$ cat config.mk
export PLATFORM = sky130hd
export DESIGN_NAME = bitwise_accum
export DESIGN_NICKNAME = d
export VERILOG_FILES = /design/src/rtl/bitwise_accum_pkg.sv /design/src/rtl/bitwise_alu.sv /design/src/rtl/bitwise_accum.sv
export SDC_FILE = /design/constraint.sdc
export NUM_CORES = 1
export LEC_CHECK = 0
export ABC_AREA = 1
export CORE_ASPECT_RATIO = 0.7
export CORE_MARGIN = 5
export CORE_UTILIZATION = 53
export DETAILED_ROUTE_END_ITERATION = 7
export GPL_TIMING_DRIVEN = 0
export PLACE_DENSITY = 0.79
export SYNTH_ARGS = -nofsm -noshare
export SYNTH_HDL_FRONTEND = slang
export SYNTH_SLANG_ARGS = --single-unit
$ cat constraint.sdc
create_clock -name clk -period 2.3 [get_ports clk]
set_clock_uncertainty 0.1 [all_clocks]
set_input_delay 0.69 -clock clk [delete_from_list [all_inputs] [get_ports clk]]
set_output_delay 0.69 -clock clk [all_outputs]
set_load 0.005 [all_outputs]
$ cat src/rtl/bitwise_accum_pkg.sv
// Shared types for the bitwise frame accumulator: operation codes and FSM states.
package bitwise_accum_pkg;

    // Encodings match the op_i port values.
    typedef enum logic [1:0] {
        OP_AND  = 2'b00,
        OP_OR   = 2'b01,
        OP_XOR  = 2'b10,
        OP_NAND = 2'b11
    } op_t;

    typedef enum logic [1:0] {
        IDLE  = 2'b00,
        ACCUM = 2'b01,
        HOLD  = 2'b10
    } state_t;

    // NAND accumulates as AND; only the presented result is inverted.
    function automatic logic op_inverts_result(input op_t op);
        return op == OP_NAND;
    endfunction

endpackage

$ cat src/rtl/bitwise_alu.sv
// Combinational accumulate step: y = a OP b, with NAND treated as AND.
module bitwise_alu
    import bitwise_accum_pkg::*;
#(
    parameter int unsigned WIDTH = 8
) (
    input  logic [WIDTH-1:0] a,
    input  logic [WIDTH-1:0] b,
    input  op_t              op,
    output logic [WIDTH-1:0] y
);

    // Select the bitwise reduction step for the latched operation.
    always_comb begin
        y = '0;
        unique case (op)
            OP_AND, OP_NAND: y = a & b;
            OP_OR:           y = a | b;
            OP_XOR:          y = a ^ b;
            default:         y = '0;
        endcase
    end

endmodule

$ cat src/rtl/bitwise_accum.sv
// Frame-based bitwise reduction: folds a stream of words with AND/OR/XOR/NAND,
// counts the words (saturating, with sticky overflow) and holds the result
// until the consumer takes it.
module bitwise_accum
    import bitwise_accum_pkg::*;
#(
    parameter int unsigned WIDTH   = 8,
    parameter int unsigned MAX_LEN = 16
) (
    input  logic                             clk,
    input  logic                             rst,
    input  logic [1:0]                       op_i,
    input  logic                             in_valid,
    output logic                             in_ready,
    input  logic [WIDTH-1:0]                 in_data,
    input  logic                             in_last,
    output logic                             out_valid,
    input  logic                             out_ready,
    output logic [WIDTH-1:0]                 out_data,
    output logic [$clog2(MAX_LEN+1)-1:0]     out_count,
    output logic                             out_overflow
);

    localparam int unsigned CntW = $clog2(MAX_LEN + 1);
    localparam logic [CntW-1:0] CntMax = CntW'(MAX_LEN);
    localparam logic [CntW-1:0] CntOne = CntW'(1);

    state_t            state_q, state_d;
    op_t               op_q, op_d;
    logic [WIDTH-1:0]  acc_q, acc_d;
    logic [CntW-1:0]   count_q, count_d;
    logic              ovf_q, ovf_d;
    logic [WIDTH-1:0]  out_data_q, out_data_d;

    logic [WIDTH-1:0]  alu_y;
    logic              accept;
    op_t               op_in;

    assign op_in  = op_t'(op_i);
    // in_ready is decoded from state only, so there is no input-to-output path.
    assign in_ready  = (state_q != HOLD);
    assign out_valid = (state_q == HOLD);
    assign accept    = in_valid && in_ready;

    assign out_data     = out_data_q;
    assign out_count    = count_q;
    assign out_overflow = ovf_q;

    bitwise_alu #(
        .WIDTH (WIDTH)
    ) u_alu (
        .a  (acc_q),
        .b  (in_data),
        .op (op_q),
        .y  (alu_y)
    );

    // Next-state logic: frame start, accumulate, close frame, hand off result.
    always_comb begin
        state_d    = state_q;
        op_d       = op_q;
        acc_d      = acc_q;
        count_d    = count_q;
        ovf_d      = ovf_q;
        out_data_d = out_data_q;

        unique case (state_q)
            IDLE, ACCUM: begin
                if (accept) begin
                    if (state_q == IDLE) begin
                        // First word seeds the accumulator and fixes the op for the frame.
                        acc_d   = in_data;
                        count_d = CntOne;
                        op_d    = op_in;
                        ovf_d   = 1'b0;
                    end else begin
                        acc_d = alu_y;
                        if (count_q == CntMax) begin
                            ovf_d = 1'b1;
                        end else begin
                            count_d = count_q + CntOne;
                        end
                    end

                    if (in_last) begin
                        state_d    = HOLD;
                        out_data_d = op_inverts_result(op_d) ? ~acc_d : acc_d;
                    end else begin
                        state_d = ACCUM;
                    end
                end
            end
            HOLD: begin
                if (out_ready) begin
                    state_d = IDLE;
                end
            end
            default: state_d = IDLE;
        endcase
    end

    // State and datapath registers; reset discards any partial or pending frame.
    always_ff @(posedge clk or posedge rst) begin
        if (rst) begin
            state_q    <= IDLE;
            op_q       <= OP_AND;
            acc_q      <= '0;
            count_q    <= '0;
            ovf_q      <= 1'b0;
            out_data_q <= '0;
        end else begin
            state_q    <= state_d;
            op_q       <= op_d;
            acc_q      <= acc_d;
            count_q    <= count_d;
            ovf_q      <= ovf_d;
            out_data_q <= out_data_d;
        end
    end

endmodule

==> impl_metrics.yaml, run 1 <==
timing:
  worst_pin_slew_ns: 1.00
  period_minus_slack_ns: 2.20
  period_share: 0.956
  hold_violations: 0
  setup_viol: 0
  max_slew_margin: 0.332
  hold_ws_ns: 0.387
  max_freq_mhz: 455
  setup_tns_ns: 0
  rsz0062_at_grt: "false"
  setup_slack_ns: 0.101
  slew_viol_final: 0
power_and_ir_drop:
  peakVddDrop_mv: 0.454
  p_per_area_mw_per_mm2: 853
  p_switching_mw: 0.793
  p_clk_frac: 0.155
  p_leak_nw: 1.22
  p_int_mw: 1.17
  power_switching_share: 0.405
  seqPwrFrac: 0.350
  power_mw: 1.96
  power_frac_comb: 0.495
global_routing:
  grtUsageTotal: 0.196
  grt-ovfl-total: 0
  grt_pass1_wl_um: 7180
  grt_max_degree: 27
  grt_antenna_before_repair: 0
  grt_pass1_vias: 1557
run_status:
  status: "finished, final reports clean"
logic_synthesis:
  synth_fa_ha_area_frac: 0.133
  ys_ff_latch: 26
  synth_xor_xnor_area_share: 0.00934
  synth_compound_area_frac: 0.0534
  mappedNetlistNets: 300
  synth_top_family_by_area: "simple AND/OR/NAND/NOR gates"
  synthFlopType: "dfrtp_1"
  synth_top_area_share: 0.347
  yosys-top-cells-count: "93 x nand2_1, 37 x inv_1, 31 x nand3_1, 26 x dfrtp_1, 20 x ha_1"
  netlist_area_mm2: 0.00188
  synthSimpleGateAreaFrac: 0.360
  synth-edff-count: 0
  yosys.area.top_type: "dfrtp_1"
  async_flop_share: 1.00
  ys_types: 20
  yosys_warnings: 0
  syn_area_per_cell_um2: 7.08
  synthMuxAreaShare: 0
  netlist_instances: 265
  yosysSeqAreaShare: 0.347
  yosysMostFrequentCell: "nand2_1"
  synth_area_leaders: "dfrtp_1 35%, nand2_1 19%, ha_1 13%, nand3_1 8.3%, inv_1 7.4%"
cts:
  htree_levels: 1
  clock-sinks: 26
  root_buffer: "clkbuf_8"
  clk_pin_slew_ns: 0.09
  cts_buffers: 3
  cts_max_path_buffers: 2
  tritoncts: "done"
  cts-hold-fix-buffers: 0
  worstSkewPairLatency_ns: 0.27
layout:
  design_area_mm2: 0.00230
  drive_gt1_frac: 0.0936
  fin_cells: 349
  fillers: 297
  area_growth_pct: 22.6
  fin_util: 0.663
  antenna_cells: 0
  finalNetCount: 335
setup_path:
  critPathArrivalTime_ns: 1.41
  reg2reg_to: "out_data[1]"
  path_cells: "inv_2 > nor2_2 > clkdlybuf4s50_1"
  crit_cells: 3
  reg2reg_setup_slack_ns: 0.34
  critical_path.endpoint: "out_valid"
  cp_slowest_cell: "clkdlybuf4s50_1"
  criticalPathCategory: "flop to output port"
  crit_start: "state_q[1]"
  end_kind: "output port"
  worstPathMaxFanout: 5
  cpPeakStageDelay_ns: 0.51
  critPathTopFamily: "buffers and inverters"
  r2r_cells: 11
  critPathRequiredTime_ns: 1.51
  cp-start-kind: "flop"
  path_buf_inv: 2
  r2r-start: "op_q[0]"
placed_design:
  port_buffers: 30
  gp_congestion: 0.862
  hpwl_um: 3190
  dp_slack_ns: -0.146
  placed_area_mm2: 0.00224
  dp.cells: 345
drt:
  ant_nets: 0
  drc_errors: 0
  drt_iter0_drc: 100
  vias_per_cell: 5.00
  wire_per_inst_um: 12.3
  vias: 1745
  drt_wl_total_um: 4300
  first_pass_iters: 4
floorplan:
  die_w_um: 81.1
  dieArea_mm2: 0.00485
  core_mm2: 0.00347
  die_y_um: 59.8
  initial_core_util: 0.541
  io_pins: 31
  num_rows: 18
hold_path:
  hp-class: "flop to flop"
run:
  drv_cap: 0
==> worst min-delay path, cell delays in order, from the launching register on <==
cell and delay [ns]:
dfrtp_1 0.35, nand2_1 0.05, nand2_1 0.05
==> state kept, by name (all words and copies together), names as in the netlist <==
signal,count
acc_q,8
state_q,2
out_count,5
op_q,2
out_data,8
out_overflow,1
==> power groups by stage <==
stage          Combinational (mW)  Sequential [mW]  Clock, mW
2_1_floorplan               0.618            0.688          0
3_3_place_gp                0.931            0.691          0
3_5_place_dp                0.962            0.696          0
4_1_cts                     0.969            0.687      0.312
5_1_grt                      1.11            0.708      0.332
6_report                    0.970            0.686      0.304
==> cells by family (layout without fill, tap and decap cells) <==
kind of cell,after synthesis,after routing
flip-flops,26,26
XOR/XNOR,2,2
AND/OR/NAND/NOR,152,152
adder cells (fa/ha/maj),20,20
buffers and inverters,46,80
AO/OA/AOI/OAI,19,19
==> final cells by class <==
type	count	area, µm²	share of cell area
plain buffers	6	32.5	0.0141
clock buffers	4	55.1	0.0239
inverters	40	150	0.0653
multi-input cells	193	1040	0.454
flip-flops and latches	26	652	0.283
well taps	50	62.6	0.0272
repair buffers	30	303	0.132
==> cells in the final DEF (no fill, tap or decap) <==
cell type	n
o21a_1	1
o31ai_1	1
buf_2	2
o21ai_0	17
inv_1	36
clkdlybuf4s50_1	29
nand2_1	93
xor2_1	2
nor2_1	11
nand4_1	1
nand2_4	1
clkbuf_1	3
nor2_2	9
nand2_2	1
dfrtp_2	1
nand3_1	31
or2_2	1
buf_6	1
ha_1	20
clkbuf_8	4
dlymetal6s2s_1	1
inv_2	4
nor2_4	4
dfrtp_1	25
==> worst min path at each step <==
stage                startpoint           to  slack, ns  cells past startpoint
global placement    out_data[4]  out_data[4]       0.36                      2
floorplan           out_data[0]  out_data[0]       0.37                      2
finish              out_data[0]  out_data[0]       0.39                      2
global route        out_data[7]  out_data[7]       0.41                      2
detailed placement  out_data[6]  out_data[6]       0.37                      2
CTS                 out_data[4]  out_data[4]       0.39                      2
==> repair_timing <==
action                                  in CTS  in global routing
setup buffers                                0                  0
endpoints found under the setup margin       2                  2
gates resized for setup                      1                  3
cloned                                       0                  0
==> routing by layer <==
layer / wire length [µm] / vias up / track usage
li1: - / 886 / -
met1: 2010 / 797 / 0.275
met2: 1870 / 55 / 0.306
met3: 365 / 7 / 0.0437
met4: 57 / 0 / 0.0506
met5: 0 / - / 0
Power figures use the tool's default switching activity.
==> inputs of run 2 (changes only) <==
- clock period: 2.3 -> 2.22 ns (I/O delays scaled with it)
==> impl_metrics.yaml, run 2 (same netlist as run 1, synthesis figures left out) <==
run_status:
  status: "finished, final reports clean"
floorplan:
  dieArea_mm2: 0.00485
  initial_core_util: 0.541
  die_y_um: 59.8
  io_pins: 31
  core_mm2: 0.00347
  num_rows: 18
  die_w_um: 81.1
setup_path:
  critPathRequiredTime_ns: 1.45
  criticalPathCategory: "flop to output port"
  r2r-start: "op_q[0]"
  critPathArrivalTime_ns: 1.40
  reg2reg_to: "out_data[1]"
  worstPathMaxFanout: 5
  r2r_cells: 11
  end_kind: "output port"
  reg2reg_setup_slack_ns: 0.24
  cp-start-kind: "flop"
hold_path:
  min_path_cells: 2
  whs_endpoint: "out_data[0]"
  hp-class: "flop to flop"
  hold_start: "out_data[0]"
timing:
  period_minus_slack_ns: 2.16
  max_freq_mhz: 463
  period_share: 0.974
  max_slew_margin: 0.337
  hold_violations: 0
  rsz0062_at_grt: "false"
  slew_viol_final: 0
  setup_viol: 0
  worst_pin_slew_ns: 0.994
drt:
  ant_nets: 0
  vias_per_cell: 5.02
  wl_met1_um: 2000
  wl_met2_um: 1900
  drt_wl_total_um: 4330
  wl_met3_um: 370
  vias: 1768
  wire_per_inst_um: 12.3
  first_pass_iters: 4
  top_layer: "met4"
  drt_iter0_drc: 97
  drc_errors: 0
cts:
  cts_buffers: 3
  clk_pin_slew_ns: 0.09
  worstSkewPairLatency_ns: 0.27
  htree_levels: 1
  root_buffer: "clkbuf_8"
  tritoncts: "done"
  cts_max_path_buffers: 2
  clock-sinks: 26
global_routing:
  grt_max_degree: 27
  grt_antenna_before_repair: 0
  grt-ovfl-total: 0
  grt_pass1_vias: 1557
  grt_pass1_wl_um: 7210
  grtUsageTotal: 0.196
layout:
  fin_util: 0.670
  layout_commonest_cell: "nand2_1"
  antenna_cells: 0
  most-common-layout-cells: "93 x nand2_1, 37 x inv_1, 31 x nand3_1, 29 x clkdlybuf4s50_1, 25 x dfrtp_1"
  design_area_mm2: 0.00232
  area_growth_pct: 23.8
  fillers: 294
  drive_gt1_frac: 0.0993
  finalNetCount: 338
power_and_ir_drop:
  p_per_area_mw_per_mm2: 878
  peakVddDrop_mv: 0.469
  p_leak_nw: 1.23
run:
  drv_cap: 0
placed_design:
  hpwl_um: 3190
  port_buffers: 30
  placed_area_mm2: 0.00224
  gp_congestion: 0.862
## run 2: critical path: stages (launching register included)
cell and delay [ns]:
dfrtp_1 0.46, nor2_2 0.16, clkdlybuf4s50_1 0.51
## run 2: per-stage QoR
step | total power [mW] | TNS (ns) | instances | hold slack, ns | setup WS (ns)
floorplan | 1.35 | 0 | 265 | 0.373 | 0.580
CTS | 2.04 | 0 | 350 | 0.395 | 0.0342
global route | 2.23 | 0 | 352 | 0.411 | 0.00742
detailed placement | 1.72 | -2.28 | 345 | 0.369 | -0.202
finish | 2.04 | 0 | 352 | 0.387 | 0.0588
global placement | 1.68 | -2.00 | 345 | 0.364 | -0.188
## run 2: worst max path at each step
stage | start | end | slack [ns] | cells past startpoint
2_1_floorplan | op_q[0] | out_data[1] | 0.58 | 11
3_3_place_gp | in_valid | out_data[4] | -0.19 | 8
3_5_place_dp | in_valid | out_data[7] | -0.20 | 8
4_1_cts | state_q[0] | out_valid | 0.03 | 2
5_1_grt | state_q[0] | out_valid | 0.007 | 2
6_report | state_q[0] | out_valid | 0.06 | 2
## run 2: power by group
| part | switching, mW | leakage [nW] | internal [mW] | total [mW] |
|---|---|---|---|---|
| Combinational | 0.574 | 0.874 | 0.444 | 1.02 |
| Sequential | 0.0944 | 0.329 | 0.613 | 0.707 |
| Clock | 0.155 | 0.0288 | 0.159 | 0.313 |
## run 2: layout make-up
class | instances | area (µm²) | area share
sequential | 26 | 652 | 0.281
buffer | 6 | 32.5 | 0.0140
inverter | 40 | 150 | 0.0647
multi-input combinational | 193 | 1040 | 0.450
timing repair buffer | 33 | 325 | 0.140
tap | 50 | 62.6 | 0.0269
clock buffer | 4 | 55.1 | 0.0237
## run 2: layer usage
metal  vias up  track usage
met5         -            0
li1        893            -
met2        58        0.311
met1       811        0.276
met4         0       0.0434
met3         6       0.0437
## run 2: repair_timing
action                                  CTS  global route
hold buffers                              0             0
pin swaps                                 0             1
buffers inserted                          1             2
endpoints found under the setup margin    2             4
resized for setup                         1             2
endpoints found under the hold margin     0             0
==> inputs of run 3 (changes only) <==
--- a/config.mk
+++ b/config.mk
@@ -11,4 +11,5 @@
 export CORE_UTILIZATION = 53
 export DETAILED_ROUTE_END_ITERATION = 7
+export GPL_ROUTABILITY_DRIVEN = 0
 export GPL_TIMING_DRIVEN = 0
 export PLACE_DENSITY = 0.79
==> constraint.sdc (replaced) <==
create_clock -name clk -period 2.22 [get_ports clk]
set_clock_uncertainty 0.1 [all_clocks]
set_input_delay 0.666 -clock clk [delete_from_list [all_inputs] [get_ports clk]]
set_output_delay 0.666 -clock clk [all_outputs]
set_load 0.01 [all_outputs]
==> impl_metrics.yaml, run 3 (same netlist as run 1, synthesis figures left out) <==
run_status:
  status: "finished, final reports clean"
power_and_ir_drop:
  p_switching_mw: 0.855
  seqPwrFrac: 0.342
  p_int_mw: 1.22
  power_mw: 2.07
  p_leak_nw: 1.24
  p_clk_frac: 0.151
  power_frac_comb: 0.507
  power_switching_share: 0.413
  p_per_area_mw_per_mm2: 892
  peakVddDrop_mv: 0.471
setup_path:
  r2r-start: "op_q[0]"
  cpPeakStageDelay_ns: 0.57
  critPathRequiredTime_ns: 1.45
  cp_slowest_cell: "clkdlybuf4s50_1"
  critPathArrivalTime_ns: 1.28
  cp-start-kind: "flop"
  path_cells: "clkdlybuf4s50_1"
  crit_start: "out_count[2]"
  criticalPathCategory: "flop to output port"
  critPathTopFamily: "buffers and inverters"
  worstPathMaxFanout: 7
  end_kind: "output port"
  path_buf_inv: 1
layout:
  antenna_cells: 0
  layout_commonest_cell: "nand2_1"
  design_area_mm2: 0.00232
  area_growth_pct: 23.7
  finalNetCount: 338
  fin_cells: 352
  most-common-layout-cells: "93 x nand2_1, 37 x inv_1, 31 x nand3_1, 28 x clkdlybuf4s50_1, 25 x dfrtp_1"
  fin_util: 0.669
  drive_gt1_frac: 0.0993
timing:
  setup_viol: 0
  hold_violations: 0
  max_freq_mhz: 489
  setup_slack_ns: 0.175
  setup_tns_ns: 0
  hold_ws_ns: 0.387
  slew_viol_final: 0
  worst_pin_slew_ns: 0.996
  max_slew_margin: 0.335
  period_minus_slack_ns: 2.05
  period_share: 0.921
  rsz0062_at_grt: "false"
global_routing:
  grt_pass1_vias: 1557
  grtUsageTotal: 0.196
  grt_max_degree: 27
  grt_antenna_before_repair: 0
  grt_pass1_wl_um: 7210
  grt-ovfl-total: 0
drt:
  vias: 1755
  wire_per_inst_um: 12.3
  first_pass_iters: 4
  ant_nets: 0
  drt_wl_total_um: 4330
  drt_iter0_drc: 97
  drc_errors: 0
  vias_per_cell: 4.99
floorplan:
  die_y_um: 59.8
  num_rows: 18
  initial_core_util: 0.541
  die_w_um: 81.1
  dieArea_mm2: 0.00485
  io_pins: 31
  core_mm2: 0.00347
cts:
  clk_pin_slew_ns: 0.09
  cts-hold-fix-buffers: 0
  cts_buffers: 3
  worstSkewPairLatency_ns: 0.27
  root_buffer: "clkbuf_8"
  htree_levels: 1
  cts_max_path_buffers: 2
  tritoncts: "done"
  clock-sinks: 26
hold_path:
  hp-class: "flop to flop"
  hold_start: "out_data[0]"
placed_design:
  placed_area_mm2: 0.00224
  hpwl_um: 3190
  dp_slack_ns: -0.202
  port_buffers: 30
  dp.cells: 345
run:
  drv_cap: 0
## run 3: cell types whose count changed in the layout (fill, tap and decap cells not counted)
cell             previous run  this run
clkdlybuf4s50_1            29        28
dlygate4sd2_1               0         1
## run 3: layout make-up
class,instances,area [µm²]
sequential,26,652
timing repair buffer,33,324
multi-input combinational,193,1040
buffer,6,32.5
inverter,40,150
clock buffer,4,55.1
tap,50,62.6
fill,295,1150
## run 3: what timing repair did
action | in CTS | in global routing
buffers inserted | 1 | 2
endpoints found under the setup margin | 2 | 3
pin swaps | 0 | 1
resized for setup | 2 | 2
## run 3: final timing paths
kind	end	slack, ns	cells past startpoint
max in group asynchronous	state_q[1]	0.53	2
min reg2reg	out_data[0]	0.39	2
min in group asynchronous	out_count[3]	0.82	2
max	out_count[2]	0.17	1
min	out_data[0]	0.39	2
max reg2reg	out_data[1]	0.24	11
## run 3: power by group through the flow
| stage | Sequential (mW) | Combinational (mW) | Clock, mW |
|---|---|---|---|
| global route | 0.729 | 1.19 | 0.344 |
| finish | 0.707 | 1.05 | 0.313 |
| floorplan | 0.743 | 0.642 | 0 |
| detailed placement | 0.721 | 1.03 | 0 |
| CTS | 0.708 | 1.04 | 0.323 |
| global placement | 0.716 | 0.998 | 0 |
## run 3: layer usage
layer / GRT usage / share of wire / wire, µm / vias up
met5: 0 / 0 / 0 / -
met4: 0.0434 / 0.013 / 57 / 0
met3: 0.0437 / 0.088 / 383 / 6
met2: 0.311 / 0.44 / 1900 / 58
met1: 0.276 / 0.46 / 1990 / 799
li1: - / - / - / 892
